`config.mk`:
```
export PLATFORM = sky130hd
export DESIGN_NAME = tmds_decoder
export DESIGN_NICKNAME = d
export VERILOG_FILES = /design/src/rtl/tmds_pkg.sv /design/src/rtl/tmds_word_aligner.sv /design/src/rtl/tmds_decoder.sv
export SDC_FILE = /design/constraint.sdc
export NUM_CORES = 1
export LEC_CHECK = 0
export BUFFER_PORTS_ARGS = -buffer_cell sky130_fd_sc_hd__buf_2
export CAP_MARGIN = 20
export CORE_MARGIN = 1.5
export CORE_UTILIZATION = 30
export DETAILED_ROUTE_END_ITERATION = 8
export MAX_ROUTING_LAYER = met4
export SYNTH_ARGS = -nofsm -noshare
export SYNTH_HDL_FRONTEND = slang
export SYNTH_SLANG_ARGS = --single-unit
export TNS_END_PERCENT = 100
```
`constraint.sdc`:
```
create_clock -name clk -period 9.7 [get_ports clk]
set_clock_uncertainty 0.1 [all_clocks]
set_input_delay 0.97 -clock clk [delete_from_list [all_inputs] [get_ports clk]]
set_output_delay 0.97 -clock clk [all_outputs]
set_load 0.005 [all_outputs]
```
`src/rtl/tmds_pkg.sv`:
```
// rtl/tmds_pkg.sv - shared TMDS token constants, offset sizing and data-symbol decode
package tmds_pkg;

    localparam logic [9:0] TMDS_CTRL_00 = 10'h354;
    localparam logic [9:0] TMDS_CTRL_01 = 10'h0AB;
    localparam logic [9:0] TMDS_CTRL_10 = 10'h154;
    localparam logic [9:0] TMDS_CTRL_11 = 10'h2AB;

    localparam int               OFFSET_W    = 4;
    localparam logic [OFFSET_W-1:0] OFFSET_LAST = 4'd9;

    typedef enum logic {
        ST_HUNT   = 1'b0,
        ST_LOCKED = 1'b1
    } tmds_state_e;

    typedef struct packed {
        logic       is_ctrl;
        logic [1:0] code;
    } tmds_ctrl_t;

    function automatic tmds_ctrl_t tmds_classify(input logic [9:0] sym);
        tmds_ctrl_t t;
        t.is_ctrl = 1'b1;
        t.code    = 2'b00;
        case (sym)
            TMDS_CTRL_00: t.code = 2'b00;
            TMDS_CTRL_01: t.code = 2'b01;
            TMDS_CTRL_10: t.code = 2'b10;
            TMDS_CTRL_11: t.code = 2'b11;
            default:      t.is_ctrl = 1'b0;
        endcase
        return t;
    endfunction

    // Undo the encoder's optional inversion (bit9) and XOR/XNOR chaining (bit8).
    function automatic logic [7:0] tmds_decode_data(input logic [9:0] sym);
        logic [7:0] q;
        logic [7:0] d;
        q    = sym[9] ? ~sym[7:0] : sym[7:0];
        d    = '0;
        d[0] = q[0];
        for (int i = 1; i < 8; i++) begin
            d[i] = sym[8] ? (q[i] ^ q[i-1]) : ~(q[i] ^ q[i-1]);
        end
        return d;
    endfunction

    function automatic logic [OFFSET_W-1:0] tmds_next_offset(input logic [OFFSET_W-1:0] off);
        return (off == OFFSET_LAST) ? '0 : off + 1'b1;
    endfunction

endpackage

```
`src/rtl/tmds_word_aligner.sv`:
```
// rtl/tmds_word_aligner.sv - two-word window register and bit-offset symbol mux
module tmds_word_aligner
    import tmds_pkg::*;
(
    input  logic                clk,
    input  logic                reset_n,
    input  logic [9:0]          i_raw,
    input  logic [OFFSET_W-1:0] i_offset,
    output logic [9:0]          o_sym
);

    logic [9:0]  r_prev;
    logic [19:0] w_window;
    logic [19:0] w_shifted;

    always_ff @(posedge clk or negedge reset_n) begin
        if (!reset_n) begin
            r_prev <= '0;
        end else begin
            r_prev <= i_raw;
        end
    end

    // Older word sits in the low half so lower offsets select earlier bits.
    assign w_window  = {i_raw, r_prev};
    assign w_shifted = w_window >> i_offset;
    assign o_sym     = w_shifted[9:0];

endmodule

```
`src/rtl/tmds_decoder.sv`:
```
// rtl/tmds_decoder.sv - TMDS symbol aligner FSM and 10b->8b decoder with control-token lock
module tmds_decoder
    import tmds_pkg::*;
#(
    parameter int CTRL_RUN      = 8,
    parameter int SEARCH_CYCLES = 128,
    parameter int LOCK_TIMEOUT  = 4096
) (
    input  logic       clk,
    input  logic       reset_n,
    input  logic [9:0] raw_i,
    output logic [7:0] data_o,
    output logic       de_o,
    output logic [1:0] ctrl_o,
    output logic       locked_o,
    output logic [3:0] slip_offset_o
);

    localparam int RUN_W     = $clog2(CTRL_RUN + 1);
    localparam int SEARCH_W  = $clog2(SEARCH_CYCLES + 1);
    localparam int TIMEOUT_W = $clog2(LOCK_TIMEOUT + 1);

    localparam logic [RUN_W-1:0]     RUN_LAST     = RUN_W'(CTRL_RUN - 1);
    localparam logic [SEARCH_W-1:0]  SEARCH_LAST  = SEARCH_W'(SEARCH_CYCLES - 1);
    localparam logic [TIMEOUT_W-1:0] TIMEOUT_LAST = TIMEOUT_W'(LOCK_TIMEOUT - 1);

    tmds_state_e           r_state;
    logic [OFFSET_W-1:0]   r_offset;
    logic [RUN_W-1:0]      r_run;
    logic [SEARCH_W-1:0]   r_search;
    logic [TIMEOUT_W-1:0]  r_timeout;
    logic [7:0]            r_data;
    logic                  r_de;
    logic [1:0]            r_ctrl;
    logic                  r_locked;

    logic [9:0]            w_sym;
    tmds_ctrl_t            w_tok;

    tmds_word_aligner u_aligner (
        .clk      (clk),
        .reset_n  (reset_n),
        .i_raw    (raw_i),
        .i_offset (r_offset),
        .o_sym    (w_sym)
    );

    assign w_tok = tmds_classify(w_sym);

    always_ff @(posedge clk or negedge reset_n) begin
        if (!reset_n) begin
            r_state   <= ST_HUNT;
            r_offset  <= '0;
            r_run     <= '0;
            r_search  <= '0;
            r_timeout <= '0;
            r_data    <= '0;
            r_de      <= 1'b0;
            r_ctrl    <= '0;
            r_locked  <= 1'b0;
        end else begin
            case (r_state)
                ST_HUNT: begin
                    r_de <= 1'b0;
                    // Lock takes priority over a search-timer expiry on the same cycle.
                    if (w_tok.is_ctrl && (r_run == RUN_LAST)) begin
                        r_state   <= ST_LOCKED;
                        r_locked  <= 1'b1;
                        r_timeout <= '0;
                        r_run     <= '0;
                        r_search  <= '0;
                    end else if (r_search == SEARCH_LAST) begin
                        r_offset <= tmds_next_offset(r_offset);
                        r_search <= '0;
                        r_run    <= '0;
                    end else begin
                        r_search <= r_search + 1'b1;
                        r_run    <= w_tok.is_ctrl ? r_run + 1'b1 : '0;
                    end
                end
                ST_LOCKED: begin
                    if (w_tok.is_ctrl) begin
                        r_timeout <= '0;
                        r_de      <= 1'b0;
                        r_ctrl    <= w_tok.code;
                    end else if (r_timeout == TIMEOUT_LAST) begin
                        r_state   <= ST_HUNT;
                        r_locked  <= 1'b0;
                        r_de      <= 1'b0;
                        r_offset  <= tmds_next_offset(r_offset);
                        r_timeout <= '0;
                        r_search  <= '0;
                        r_run     <= '0;
                    end else begin
                        r_timeout <= r_timeout + 1'b1;
                        r_de      <= 1'b1;
                        r_data    <= tmds_decode_data(w_sym);
                    end
                end
                default: r_state <= ST_HUNT;
            endcase
        end
    end

    assign data_o        = r_data;
    assign de_o          = r_de;
    assign ctrl_o        = r_ctrl;
    assign locked_o      = r_locked;
    assign slip_offset_o = r_offset;

endmodule

```
==> results.txt <==
----------------------------------------------------
[Outcome]
  Result of the run ... finished clean

[Power and ir drop]
  Share of power burned in the clock network ... 39.6%
  Switching share of total power ... between 20% and 30%
  Pwr Total ... slightly above 0.0004 W
  Standby leakage power ... between 1.5 and 2 nW
  Switching power total ... between 0.00009 and 0.0001 W
  Int Pwr ... between 0.0003 and 0.0004 W
  Flop pwr share ... approximately 53%
  Ratio of total power to cell area ... roughly 110 mW/mm^2
  Comb power frac ... 7.1%
  Worst supply voltage drop on vdd ... around 0.064 mV

[GRT]
  Overflow left after global routing ... 0
  Wire length of the first global-routing pass ... 12.7 mm
  Total global routing track utilization ... about 14%
  Largest net degree at the start of global routing ... 53
  Vias in the first global route ... around 2500
  Antenna violations before repair ... 0

[Routing]
  Antenna violation net count after detailed routing ... 0
  Mean routed wirelength per cell ... around 15 um
  Routed via count ... around 2600
  Via-to-Cell Ratio ... approximately 5.2
  Detailed-router iteration count before antenna repair ... 4
  Count of routing violations after the opening detailed-route iteration ... roughly 140
  Number of design rule violations left after detail routing ... 0
  Final wirelength ... 7.59 mm

[Floorplan]
  Vertical die dimension ... between 100 and 150 um
  I/O pin count ... 28
  Horizontal extent of the die ... about 110 um
  Floorplan row count ... 38
  Area of the die ... around 0.012 sq mm
  Initial standard-cell utilization of the core ... a little under a third
  Core area ... around 0.011 sq mm

[Placement]
  Number of cells after detailed placement ... 489
  Port Buffer Count ... 27
  Post-detail-place hpwl ... 5.39 mm
  Last weighted congestion value of the routability-driven placer ... between 0.8 and 0.9
  Instance area after placement ... between 0.003 and 0.004 sq mm

[Synth]
  Post-Synthesis Mean Instance Area ... 10.1 sq um
  Area fraction in compound gates after synthesis ... roughly 15%
  Count of flip-flops with a built-in enable after synthesis ... 0
  Post-synthesis share of cell area spent on full adders, half adders and majority gates ... around 4.1%
  Predominant post-synthesis flop cell ... sky130_fd_sc_hd__dfrtp_1
  Warnings from Yosys ... 0
  Post-Syn Instances ... approximately 340
  Ranking of synthesized cells by instance count ... sky130_fd_sc_hd__dfrtp_1 (52), sky130_fd_sc_hd__nand2_1 (30), sky130_fd_sc_hd__o21ai_0 (23)
  Most frequently used cell type in the post-synthesis netlist ... sky130_fd_sc_hd__dfrtp_1
  Flops & latches, synth ... between 50 and 60
  Fraction of the mapped netlist area in simple logic gates ... between 10 and 15%
  Portion of netlist area occupied by mux cells ... 18.4%
  Proportion of register bits with asynchronous set or reset after synthesis ... 100%
  Post-Synthesis Cell Area ... between 0.003 and 0.004 sq mm
  Cell variety after synth ... between 50 and 60
  Net count of the mapped netlist ... around 360
  Xor-xnor portion of the synthesized cell area ... 4.30%
  Combinational family with the most area after synthesis ... multiplexers
  Library cell with the largest summed area after synthesis ... sky130_fd_sc_hd__dfrtp_1
  Cell types with the largest area share after synthesis ... sky130_fd_sc_hd__dfrtp_1 (39%), sky130_fd_sc_hd__mux4_2 (6.7%), sky130_fd_sc_hd__mux2_2 (4.7%)
  Sequential fraction of the synthesis area ... between 30 and 40%
  Fraction of post-synthesis cell area in the top cell type by area ... approximately 39%

[Setup path]
  Startpoint type of the worst setup path ... flip-flop
  Slowest cell on crit path ... sky130_fd_sc_hd__nand3_1
  Stage delay of the slowest cell on the critical path ... approximately 0.65 ns
  Worst Path Class, Setup ... flip-flop to flip-flop
  Cells along the critical path ... buf_4 -> mux4_2 -> nor2b_1 -> o32ai_1 -> inv_1 -> ha_1 -> and4_1 -> and2_1 -> mux2i_4 -> nand3_1 -> inv_1 -> and2_1 -> o22a_1
  Critical path endpoint category ... flip-flop
  Critical path data required time ... about 9.9 ns
  Critical-path maximum fanout ... 27
  Buffer and inverter count on the worst path ... 3
  CP Data Arrival Time ... roughly 4.8 ns
  Delay-heaviest family, CP ... simple AND/OR/NAND/NOR gates

[Clock network]
  CTS HTree Levels ... 2
  Buffer levels on the longest clock path ... 2
  CTS-repair resized insts ... 0
  Clock transition at the register clock pins on the worst setup and hold paths after CTS ... 0.10 ns
  Number of buffers created by CTS ... 5
  Count of hold-fix buffers inserted at cts ... 0
  Post-CTS Repair Setup Buffers ... 0
  TritonCTS clock tree ... done
  Total number of clock tree sinks ... between 50 and 60
  Insertion delay of the later-clocked pin in the worst-skew pair ... slightly above 0.3 ns
  CTS Root Cell ... sky130_fd_sc_hd__clkbuf_8

[STA]
  Min Clock Period, post-route ... between 4 and 5 ns
  Count of final hold-check violations ... 0
  Fmax ... roughly 220 MHz
  Count of pins over their slew limit ... 0
  Ratio of final minimum period to clock period ... 47.5%
  RSZ-0062 raised after global routing ... false
  TNS Setup ... 0 ns
  Slew headroom ... between 40% and 50%
  Number of endpoints failing setup at the final stage ... 0
  Pin slew with the least headroom to its limit ... ~0.86 ns

[Cells and area]
  Number of standard cells in the layout, taps in and fillers out ... 497
  Antenna fix cells ... 0
  Number of inserted filler cells in the final layout ... between 1000 and 1500
  Final core utilization ... roughly a third
  Fraction of layout instances using a drive strength above 1 ... 18.8%
  Synthesis-to-layout area growth ... 10.8%
  Area of the multi-input gates ... 0.00191 sq mm
  Number of nets at the end of the flow ... ~380
  Area taken by flip-flops and latches ... ~0.0013 sq mm
  Final instance area ... 0.00374 sq mm

[Run]
  Max-Cap Viols ... 0

[Hold path]
  Worst min-delay path category ... flip-flop to flip-flop

----------------------------------------------------
logic make-up (layout without fill, tap and decap cells):
kind of cell | Yosys count | in the layout
xor gates and xnor gates | 15 | 15
DFF | 52 | 52
and+or+nand+nor | 99 | 99
buffers and inverters | 38 | 59
muxes | 43 | 43
AOI/OAI and AO/OA | 78 | 78
adders and majority gates | 11 | 11
worst min-delay path: cells and delay by family (launching register included):
family / cells / cell delay (ns)
AND/OR/NAND/NOR: 1 / 0.05
AO/OA/AOI/OAI: 1 / 0.06
flip-flops: 1 / 0.35
stage by stage:
step | worst slack [ns] | hold slack [ns]
3_3_place_gp | 5.05 | 0.367
4_1_cts | 5.10 | 0.391
6_report | 5.09 | 0.383
5_1_grt | 4.71 | 0.419
2_1_floorplan | 5.82 | 0.359
3_5_place_dp | 4.91 | 0.369
final cells by class:
class | instances | share of cell area (%)
multi-input cells | 246 | 51.0
flip-flops and latches | 52 | 34.8
well taps | 140 | 4.68
repair buffers | 29 | 4.01
clock buffers | 7 | 2.57
inverters | 22 | 2.21
clock inverters | 1 | 0.802
final timing paths:
kind                       slack, ns                             to  cells after the start                         start
max in group asynchronous       8.37   slip_offset_o[3]$_DFFE_PN0P_                      2                       reset_n
setup reg to reg                5.09       r_timeout[3]$_DFFE_PN0P_                     13  slip_offset_o[0]$_DFFE_PN0P_
hold / removal                  0.38          data_o[5]$_DFFE_PN0P_                      2         data_o[5]$_DFFE_PN0P_
hold reg to reg                 0.38          data_o[5]$_DFFE_PN0P_                      2         data_o[5]$_DFFE_PN0P_
setup / recovery                5.09       r_timeout[3]$_DFFE_PN0P_                     13  slip_offset_o[0]$_DFFE_PN0P_
min in group asynchronous       0.67  u_aligner.r_prev[9]$_DFF_PN0_                      2                       reset_n
power by group through the flow:
stage                     clock [W]  combinational, W  sequential (W)
after floorplan                   0         0.0000163        0.000224
after global placement            0         0.0000289        0.000225
after detailed placement          0         0.0000294        0.000225
after CTS                  0.000170         0.0000300        0.000220
after global routing       0.000180         0.0000329        0.000221
final                      0.000164         0.0000295        0.000220
sequential cells by signal, indices dropped and copies added, names as in the netlist:
register / flops
de_o: 1
slip_offset_o: 4
r_search: 8
r_state: 1
locked_o: 1
u_aligner.r_prev: 10
r_timeout: 13
ctrl_o: 2
r_run: 4
data_o: 8
metal layers:
metal / track usage, % / up-vias / wire length (um)
met4: 4.32 / 0 / 83
met2: 20.9 / 39 / 3480
met3: 2.15 / 8 / 184
met1: 19.7 / 1292 / 3850
li1: - / 1264 / -
met5: - / - / 0
placed cells by master (no fill, tap or decap), drive strengths merged, types with 2 or more instances in the layout:
master,n
o221ai,2
or3,2
ha,11
a22oi,2
mux4,12
a21o,7
xnor2,9
and2,7
o21a,4
and3,6
nand2b,2
nand3,12
o22ai,3
xor2,5
nor2,20
mux2,15
clkinv,2
nor2b,4
nor3,5
nand4,4
o211ai,5
dfrtp,52
o32ai,3
a22o,3
a31oi,2
nand2,30
mux2i,16
a21oi,14
buf,29
clkbuf,7
and4,3
inv,20
o21ai,23
Note: power is estimated with default switching activity, not from simulation.
